`src/rtl/ttm4_pkg.sv`:
```
`default_nettype none
//==== ttm4_pkg : shared encodings for the stack sequencer and its helpers | rev 1.0 ====

package ttm4_pkg;

  localparam int NIB_W = 4;

  localparam logic [2:0] S_IDLE      = 3'd0;
  localparam logic [2:0] S_PUSH_WR   = 3'd1;
  localparam logic [2:0] S_PUSH_STEP = 3'd2;
  localparam logic [2:0] S_POP_STEP  = 3'd3;
  localparam logic [2:0] S_POP_RD    = 3'd4;
  localparam logic [2:0] S_FIN       = 3'd5;

  // SP_D_nU polarity: pushes walk the stack downwards.
  localparam logic DIR_DOWN = 1'b1;
  localparam logic DIR_UP   = 1'b0;

endpackage

`default_nettype wire

```
`src/rtl/stack_seq_if.sv`:
```
`default_nettype none
//==== stack_seq_if : decoder request bus plus SP / stack-RAM strobes | rev 1.0 ====

interface stack_seq_if
  import ttm4_pkg::*;
#(
  parameter int NIB        = 3,
  parameter int MAX_FRAMES = 4,
  parameter int SP_W       = 8
);

  localparam int DEPTH_W = $clog2(MAX_FRAMES + 1);

  logic                   REQ_PUSH;
  logic                   REQ_POP;
  logic [NIB_W*NIB-1:0]   PUSH_DATA;
  logic [NIB_W*NIB-1:0]   POP_DATA;
  logic                   BUSY;
  logic                   DONE;
  logic                   ERR_OVF;
  logic                   ERR_UDF;
  logic [DEPTH_W-1:0]     DEPTH;
  logic                   nSK_EN;
  logic                   SP_D_nU;
  logic                   SPC;
  logic [SP_W-1:0]        SP_IN;
  logic [NIB_W-1:0]       STORE_OUT;
  logic                   nSTORE_WE;
  logic [NIB_W-1:0]       STORE_IN;

  modport master (
    output REQ_PUSH, REQ_POP, PUSH_DATA, SP_IN, STORE_IN,
    input  POP_DATA, BUSY, DONE, ERR_OVF, ERR_UDF, DEPTH,
           nSK_EN, SP_D_nU, SPC, STORE_OUT, nSTORE_WE
  );

  modport slave (
    input  REQ_PUSH, REQ_POP, PUSH_DATA, SP_IN, STORE_IN,
    output POP_DATA, BUSY, DONE, ERR_OVF, ERR_UDF, DEPTH,
           nSK_EN, SP_D_nU, SPC, STORE_OUT, nSTORE_WE
  );

endinterface

`default_nettype wire

```
`src/rtl/stack_depth_cnt.sv`:
```
`default_nettype none
//==== stack_depth_cnt : saturating up/down frame counter 0..MAX_COUNT | rev 1.0 ====

module stack_depth_cnt #(
  parameter int MAX_COUNT = 4,
  parameter int CNT_W     = $clog2(MAX_COUNT + 1)
) (
  input  logic             clk,
  input  logic             rst_n,
  input  logic             inc,
  input  logic             dec,
  output logic [CNT_W-1:0] count,
  output logic             full,
  output logic             empty
);

  logic [CNT_W-1:0] count_q;
  logic [CNT_W-1:0] count_d;

  assign full  = (count_q == CNT_W'(MAX_COUNT));
  assign empty = (count_q == '0);
  assign count = count_q;

  always_comb begin
    count_d = count_q;
    if (inc && !dec && !full) begin
      count_d = count_q + CNT_W'(1);
    end else if (dec && !inc && !empty) begin
      count_d = count_q - CNT_W'(1);
    end
  end

  always_ff @(posedge clk) begin
    if (!rst_n) begin
      count_q <= '0;
    end else begin
      count_q <= count_d;
    end
  end

endmodule

`default_nettype wire

```
`src/rtl/stack_seq.sv`:
```
`default_nettype none
//==== stack_seq : SP strobe and nibble-RAM sequencer for CALL/RET frame push/pop | rev 1.0 ====

module stack_seq
  import ttm4_pkg::*;
#(
  parameter int NIB        = 3,
  parameter int MAX_FRAMES = 4,
  parameter int SP_W       = 8
) (
  input  logic       CLK,
  input  logic       RST,
  stack_seq_if.slave bus
);

  localparam int DEPTH_W = $clog2(MAX_FRAMES + 1);
  localparam int FRAME_W = NIB_W * NIB;
  localparam int K_W     = (NIB > 1) ? $clog2(NIB) : 1;
  localparam logic [K_W-1:0] K_LAST = K_W'(NIB - 1);

  logic [2:0]         state_q, state_d;
  logic [K_W-1:0]     k_q, k_d;
  logic [FRAME_W-1:0] shift_q, shift_d;
  logic [FRAME_W-1:0] pop_data_q, pop_data_d;
  logic [NIB_W-1:0]   store_out_q, store_out_d;
  logic               sk_en_n_q, sk_en_n_d;
  logic               sp_dir_q, sp_dir_d;
  logic               spc_n_q, spc_n_d;
  logic               store_we_n_q, store_we_n_d;
  logic               busy_q, busy_d;
  logic               done_q, done_d;
  logic               err_ovf_q, err_ovf_d;
  logic               err_udf_q, err_udf_d;

  logic               depth_inc, depth_dec, depth_full, depth_empty;
  logic [DEPTH_W-1:0] depth;

  // SP value is only routed to the debug mux outside this block.
  logic [SP_W-1:0]    sp_in_unused;
  assign sp_in_unused = bus.SP_IN;

  stack_depth_cnt #(
    .MAX_COUNT (MAX_FRAMES)
  ) u_depth (
    .clk   (CLK),
    .rst_n (RST),
    .inc   (depth_inc),
    .dec   (depth_dec),
    .count (depth),
    .full  (depth_full),
    .empty (depth_empty)
  );

  always_comb begin
    state_d    = state_q;
    k_d        = k_q;
    shift_d    = shift_q;
    pop_data_d = pop_data_q;
    err_ovf_d  = err_ovf_q;
    err_udf_d  = err_udf_q;
    depth_inc  = 1'b0;
    depth_dec  = 1'b0;

    case (state_q)
      S_IDLE: begin
        if (bus.REQ_PUSH) begin
          if (depth_full) begin
            state_d   = S_FIN;
            err_ovf_d = 1'b1;
          end else begin
            state_d = S_PUSH_WR;
            k_d     = K_LAST;
          end
        end else if (bus.REQ_POP) begin
          if (depth_empty) begin
            state_d   = S_FIN;
            err_udf_d = 1'b1;
          end else begin
            state_d = S_POP_STEP;
            k_d     = '0;
          end
        end
      end
      S_PUSH_WR: state_d = S_PUSH_STEP;
      S_PUSH_STEP: begin
        if (k_q != '0) begin
          k_d     = k_q - K_W'(1);
          state_d = S_PUSH_WR;
        end else begin
          depth_inc = 1'b1;
          err_udf_d = 1'b0;
          state_d   = S_FIN;
        end
      end
      S_POP_STEP: state_d = S_POP_RD;
      S_POP_RD: begin
        // LS nibble sits nearest the top of stack, so it is read first.
        shift_d[int'(k_q)*NIB_W +: NIB_W] = bus.STORE_IN;
        if (k_q != K_LAST) begin
          k_d     = k_q + K_W'(1);
          state_d = S_POP_STEP;
        end else begin
          pop_data_d = shift_d;
          depth_dec  = 1'b1;
          err_ovf_d  = 1'b0;
          state_d    = S_FIN;
        end
      end
      S_FIN:   state_d = S_IDLE;
      default: state_d = S_IDLE;
    endcase
  end

  // Strobes are decoded from the next state so they register alongside it.
  always_comb begin
    sk_en_n_d    = !((state_d == S_PUSH_WR)  || (state_d == S_PUSH_STEP) ||
                     (state_d == S_POP_STEP) || (state_d == S_POP_RD));
    spc_n_d      = !((state_d == S_PUSH_STEP) || (state_d == S_POP_STEP));
    store_we_n_d = (state_d != S_PUSH_WR);
    busy_d       = (state_d != S_IDLE);
    done_d       = (state_d == S_FIN);
    store_out_d  = store_out_q;
    if (state_d == S_PUSH_WR) begin
      store_out_d = bus.PUSH_DATA[int'(k_d)*NIB_W +: NIB_W];
    end
    sp_dir_d = sp_dir_q;
    if (state_d == S_PUSH_STEP) begin
      sp_dir_d = DIR_DOWN;
    end else if (state_d == S_POP_STEP) begin
      sp_dir_d = DIR_UP;
    end
  end

  always_ff @(posedge CLK) begin
    if (!RST) begin
      state_q      <= S_IDLE;
      k_q          <= '0;
      shift_q      <= '0;
      pop_data_q   <= '0;
      store_out_q  <= '0;
      sk_en_n_q    <= 1'b1;
      sp_dir_q     <= DIR_UP;
      spc_n_q      <= 1'b1;
      store_we_n_q <= 1'b1;
      busy_q       <= 1'b0;
      done_q       <= 1'b0;
      err_ovf_q    <= 1'b0;
      err_udf_q    <= 1'b0;
    end else begin
      state_q      <= state_d;
      k_q          <= k_d;
      shift_q      <= shift_d;
      pop_data_q   <= pop_data_d;
      store_out_q  <= store_out_d;
      sk_en_n_q    <= sk_en_n_d;
      sp_dir_q     <= sp_dir_d;
      spc_n_q      <= spc_n_d;
      store_we_n_q <= store_we_n_d;
      busy_q       <= busy_d;
      done_q       <= done_d;
      err_ovf_q    <= err_ovf_d;
      err_udf_q    <= err_udf_d;
    end
  end

  assign bus.POP_DATA  = pop_data_q;
  assign bus.BUSY      = busy_q;
  assign bus.DONE      = done_q;
  assign bus.ERR_OVF   = err_ovf_q;
  assign bus.ERR_UDF   = err_udf_q;
  assign bus.DEPTH     = depth;
  assign bus.nSK_EN    = sk_en_n_q;
  assign bus.SP_D_nU   = sp_dir_q;
  assign bus.SPC       = spc_n_q;
  assign bus.STORE_OUT = store_out_q;
  assign bus.nSTORE_WE = store_we_n_q;

endmodule

`default_nettype wire
```
`src/flat_wrapper.sv`:
```
// flat-port wrapper written by rule: the top's interface ports become plain ports
module stack_seq_flat import ttm4_pkg::*;
#(
  parameter int NIB        = 3,
  parameter int MAX_FRAMES = 4,
  parameter int SP_W       = 8
)
  (CLK, RST, bus_REQ_PUSH, bus_REQ_POP, bus_PUSH_DATA, bus_SP_IN, bus_STORE_IN, bus_POP_DATA, bus_BUSY, bus_DONE, bus_ERR_OVF, bus_ERR_UDF, bus_DEPTH, bus_nSK_EN, bus_SP_D_nU, bus_SPC, bus_STORE_OUT, bus_nSTORE_WE);
  stack_seq_if #(.NIB(NIB), .MAX_FRAMES(MAX_FRAMES), .SP_W(SP_W)) bus_i ();
  input  logic CLK;
  input  logic RST;
  input wire logic [$bits(bus_i.REQ_PUSH)-1:0] bus_REQ_PUSH;
  input wire logic [$bits(bus_i.REQ_POP)-1:0] bus_REQ_POP;
  input wire logic [$bits(bus_i.PUSH_DATA)-1:0] bus_PUSH_DATA;
  input wire logic [$bits(bus_i.SP_IN)-1:0] bus_SP_IN;
  input wire logic [$bits(bus_i.STORE_IN)-1:0] bus_STORE_IN;
  output wire logic [$bits(bus_i.POP_DATA)-1:0] bus_POP_DATA;
  output wire logic [$bits(bus_i.BUSY)-1:0] bus_BUSY;
  output wire logic [$bits(bus_i.DONE)-1:0] bus_DONE;
  output wire logic [$bits(bus_i.ERR_OVF)-1:0] bus_ERR_OVF;
  output wire logic [$bits(bus_i.ERR_UDF)-1:0] bus_ERR_UDF;
  output wire logic [$bits(bus_i.DEPTH)-1:0] bus_DEPTH;
  output wire logic [$bits(bus_i.nSK_EN)-1:0] bus_nSK_EN;
  output wire logic [$bits(bus_i.SP_D_nU)-1:0] bus_SP_D_nU;
  output wire logic [$bits(bus_i.SPC)-1:0] bus_SPC;
  output wire logic [$bits(bus_i.STORE_OUT)-1:0] bus_STORE_OUT;
  output wire logic [$bits(bus_i.nSTORE_WE)-1:0] bus_nSTORE_WE;
  assign bus_i.REQ_PUSH = bus_REQ_PUSH;
  assign bus_i.REQ_POP = bus_REQ_POP;
  assign bus_i.PUSH_DATA = bus_PUSH_DATA;
  assign bus_i.SP_IN = bus_SP_IN;
  assign bus_i.STORE_IN = bus_STORE_IN;
  assign bus_POP_DATA = bus_i.POP_DATA;
  assign bus_BUSY = bus_i.BUSY;
  assign bus_DONE = bus_i.DONE;
  assign bus_ERR_OVF = bus_i.ERR_OVF;
  assign bus_ERR_UDF = bus_i.ERR_UDF;
  assign bus_DEPTH = bus_i.DEPTH;
  assign bus_nSK_EN = bus_i.nSK_EN;
  assign bus_SP_D_nU = bus_i.SP_D_nU;
  assign bus_SPC = bus_i.SPC;
  assign bus_STORE_OUT = bus_i.STORE_OUT;
  assign bus_nSTORE_WE = bus_i.nSTORE_WE;
  stack_seq #(.NIB(NIB), .MAX_FRAMES(MAX_FRAMES), .SP_W(SP_W)) u_core (.CLK(CLK), .RST(RST), .bus(bus_i));
endmodule
```
`config.mk`:
```
export PLATFORM = sky130hd
export DESIGN_NAME = stack_seq_flat
export DESIGN_NICKNAME = d
export VERILOG_FILES = /design/src/rtl/ttm4_pkg.sv /design/src/rtl/stack_seq_if.sv /design/src/rtl/stack_depth_cnt.sv /design/src/rtl/stack_seq.sv /design/src/flat_wrapper.sv
export SDC_FILE = /design/constraint.sdc
export NUM_CORES = 1
export LEC_CHECK = 0
export CAP_MARGIN = 30
export CELL_PAD_IN_SITES_DETAIL_PLACEMENT = 1
export CELL_PAD_IN_SITES_GLOBAL_PLACEMENT = 1
export CORE_UTILIZATION = 32
export CTS_CLUSTER_SIZE = 12
export DETAILED_ROUTE_END_ITERATION = 16
export HOLD_SLACK_MARGIN = 0.08
export PLACE_DENSITY = 0.84
export SYNTH_ARGS = -nofsm -noshare
export SYNTH_HDL_FRONTEND = slang
export SYNTH_HIERARCHICAL = 1
export SYNTH_SLANG_ARGS = --single-unit
```
`constraint.sdc`:
```
create_clock -name CLK -period 2.9 [get_ports CLK]
set_clock_uncertainty 0.15 [all_clocks]
set_input_delay 0.435 -clock CLK [delete_from_list [all_inputs] [get_ports CLK]]
set_output_delay 0.435 -clock CLK [all_outputs]
set_load 0.01 [all_outputs]
```
==> results of run 1 <==
-- metrics by stage --
step           cells  power (W)
2_1_floorplan    231    0.00108
6_report         363    0.00179
3_5_place_dp     355    0.00132
3_3_place_gp     355    0.00130
5_1_grt          363    0.00190
4_1_cts          363    0.00181
-- logic make-up (layout without fill, tap and decap cells) --
kind of cell | after synthesis | count (layout) | share of synthesized area
compound gates | 59 | 59 | 0.221
xor+xnor | 3 | 3 | 0.0125
fa+ha+maj | 6 | 6 | 0.0394
buf+inv | 22 | 77 | 0.0453
flops | 44 | 44 | 0.420
mux | 5 | 5 | 0.0239
simple gates | 92 | 92 | 0.237
-- synthesized netlist by cell type (4+ instances only) --
cell type / number / share of area
dfxtp_1: 44 / 0.42
nor2_1: 32 / 0.057
a211oi_1: 17 / 0.061
a21oi_1: 14 / 0.033
inv_1: 12 / 0.021
nand2_1: 10 / 0.018
nor2b_1: 10 / 0.030
nor3_1: 8 / 0.019
and2_1: 5 / 0.015
ha_1: 5 / 0.030
mux2i_1: 5 / 0.024
a221oi_1: 4 / 0.017
a22oi_1: 4 / 0.014
buf_2: 4 / 0.0095
clkbuf_1: 4 / 0.0072
nand4_1: 4 / 0.012
o211ai_2: 4 / 0.024
-- cell usage in the layout, fill, tap and decap left out, types with 2 or more instances in the layout --
cell type / instances
and2_1: 5
nand2b_1: 3
inv_1: 12
and4_1: 2
nand2_1: 9
and3_1: 2
nor2b_1: 10
o21a_1: 2
o31a_1: 2
nand4_1: 4
nor3_1: 8
nor3b_1: 2
a211oi_1: 17
nor3b_2: 2
mux2i_1: 5
or2_1: 2
xor2_1: 2
a22oi_1: 4
nor2_1: 32
ha_1: 5
clkdlybuf4s50_1: 46
a221oi_1: 4
o211ai_2: 4
clkbuf_8: 5
a21oi_1: 14
buf_4: 11
dfxtp_1: 44
-- flip-flops by register name, summed over array words and instances, names as in the netlist --
signal / count
u_core/bus.POP_DATA: 12
u_core/shift_q: 12
u_core/bus.STORE_OUT: 4
u_core/state_q: 3
u_core/u_depth/count: 3
u_core/k_q: 2
u_core/bus.BUSY: 1
u_core/bus.DONE: 1
u_core/bus.ERR_OVF: 1
u_core/bus.ERR_UDF: 1
u_core/bus.SPC: 1
u_core/bus.SP_D_nU: 1
u_core/bus.nSK_EN: 1
u_core/bus.nSTORE_WE: 1
-- layer usage --
layer	share of wire	vias to the layer above	global-route usage
li1	-	938	-
met1	0.47	910	0.210
met2	0.49	30	0.270
met3	0.030	8	0.0338
met4	0.015	0	0.0611
met5	0	-	0
-- worst min-delay path: stages (launching register included) --
cell and delay (ns):
dfxtp_1 0.34, nand2_1 0.06, o211ai_2 0.05
-- power by group through the flow --
stage / Sequential, W / Clock (W) / Combinational [W]
floorplan: 0.000752 / 0 / 0.000326
global placement: 0.000735 / 0 / 0.000562
detailed placement: 0.000738 / 0 / 0.000580
CTS: 0.000725 / 0.000500 / 0.000587
global route: 0.000734 / 0.000524 / 0.000641
finish: 0.000724 / 0.000482 / 0.000586
-- cell type report --
| cell class | instances | area, um^2 | area share |
|---|---|---|---|
| Clock buffer | 5 | 68.8 | 0.0245 |
| Clock inverter | 3 | 46.3 | 0.0165 |
| Inverter | 12 | 45.0 | 0.0160 |
| Multi-Input combinational cell | 165 | 1130 | 0.403 |
| Sequential cell | 44 | 881 | 0.313 |
| Tap cell | 77 | 96.3 | 0.0342 |
| Timing Repair Buffer | 57 | 543 | 0.193 |
-- final timing paths --
| kind | startpoint | endpoint | slack (ns) | cells after the start |
|---|---|---|---|---|
| worst max register to register | u_core/k_q[0]$_SDFF_PN0_ | u_core/u_depth/count[2]$_SDFFE_PN0P_ | 0.13 | 9 |
| worst min register to register | u_core/bus.STORE_OUT[1]$_SDFFE_PN0N_ | u_core/bus.STORE_OUT[1]$_SDFFE_PN0N_ | 0.33 | 2 |
| worst min-delay path | u_core/bus.STORE_OUT[1]$_SDFFE_PN0N_ | u_core/bus.STORE_OUT[1]$_SDFFE_PN0N_ | 0.33 | 2 |
| worst max-delay path | u_core/k_q[0]$_SDFF_PN0_ | u_core/u_depth/count[2]$_SDFFE_PN0P_ | 0.13 | 9 |
-- what timing repair did --
action,4_1_cts,5_1_grt
resized for setup,0,1
hold buffers,0,0
endpoints found under the setup margin,0,1
==> results.cfg, run 1 <==
[status]
status = completed

[setup_path]
cp_slowest_stage_delay_ns = 0.47
critPathTopFamily = simple AND/OR/NAND/NOR gates
critPathMaxFanout = 7
crit_chain = inv_1, ha_1, nand2_4, inv_1, or3b_2, fa_1, and3b_1, and3_4, a2111oi_2
endpoint_kind = register
crit_type = reg -> reg
crit_top_cell = inv_1
worstPathArrival_ns = 2.83
start_kind = register
cp.required_ns = 2.96
critPathSlowestCell = or3b_2
crit_buf_inv = 2

[sta]
setup_viol = 0
finalSetupTns_ns = 0
fin_ws_ns = 0.125
final_max_slew_viol_count = 0
timing.hold.ws_ns = 0.332
maxSlewHeadroom = 0.627
finalHoldViolCount = 0
timing.fmax_mhz = 360
rsz0062_at_grt = false
fin_crit_sh = 0.957
worst_pin_slew_ns = 0.555
finalCriticalPeriod_ns = 2.77

[pwr]
p_seq_frac = 0.404
internal_power_w = 0.00121
combPwrFrac = 0.327
power.switching_w = 0.000581
switching_share = 0.324
irDropWorstVdd_uv = 317
p_leak_nw = 1.08
p_per_area_nw_per_um2 = 637
power_frac_clock = 0.269

[detailed_routing]
dr_total_vias = 1886
drt_first_iter_violations = 45
first_pass_iters = 4
antenna_left = 0
wl_per_cell_um = 15.1
wirelength_um = 5480
drc = 0
via_per_inst = 5.20

[logic_synthesis]
ys_ff_latch = 44
synthCells = 231
syn-num-nets = 265
synth_enable_flop_cells = 0
postSynthAreaPerCell_um2 = 9.08
synth_seq_area_share = 0.420
async_flop_share = 0
yosysUniqueCellTypes = 51
netlist_area_um2 = 2100
synthFlopType = dfxtp_1
yosys_warnings = 6

[placement]
portBuffers = 46
dpl_cell_area_um2 = 2690
place_ws_ns = 0.163
gp_congestion = 0.899
hpwl_um = 4040

[clocking]
root_buffer = clkbuf_8
htree_levels = 2
numCtsBuffers = 5
cts_setup_buffers = 0
cts.clk_slew.worst_paths_ns = 0.09
clock_latency_ns = 0.30
cts.sinks = 44
cts_tree = built
clockBufferDepth = 2

[global_route]
grt_pass1_vias = 1964
track_usage = 0.164
antenna_found_initial = 0
grt_start_max_net_pins = 25
grt_overflow = 0
grt_pass1_wl_um = 9200

[floorplan]
die_h_um = 83.0
dieArea_um2 = 6880
dieWidth_um = 83.0
core_area_um2 = 6350
fp-row-count = 29
ios = 55
initial_core_util = 0.330

[cells_and_area]
area_growth_pct = 34.2
final_util = 0.443
antenna_cells = 0
fin_area_um2 = 2810
nFillCells = 747
nets = 319
drive_gt1_frac = 0.115

[flow_run]
maxCapViolations = 0

[min_path]
hp-class = reg -> reg
(Power assumes the default switching activity.)
==> run 2, diff against run 1 <==
SLEW_MARGIN = 10   (was unset)
==> results of run 2 <==
Same layout as run 1: the final DEF is identical, and so are final timing and power.
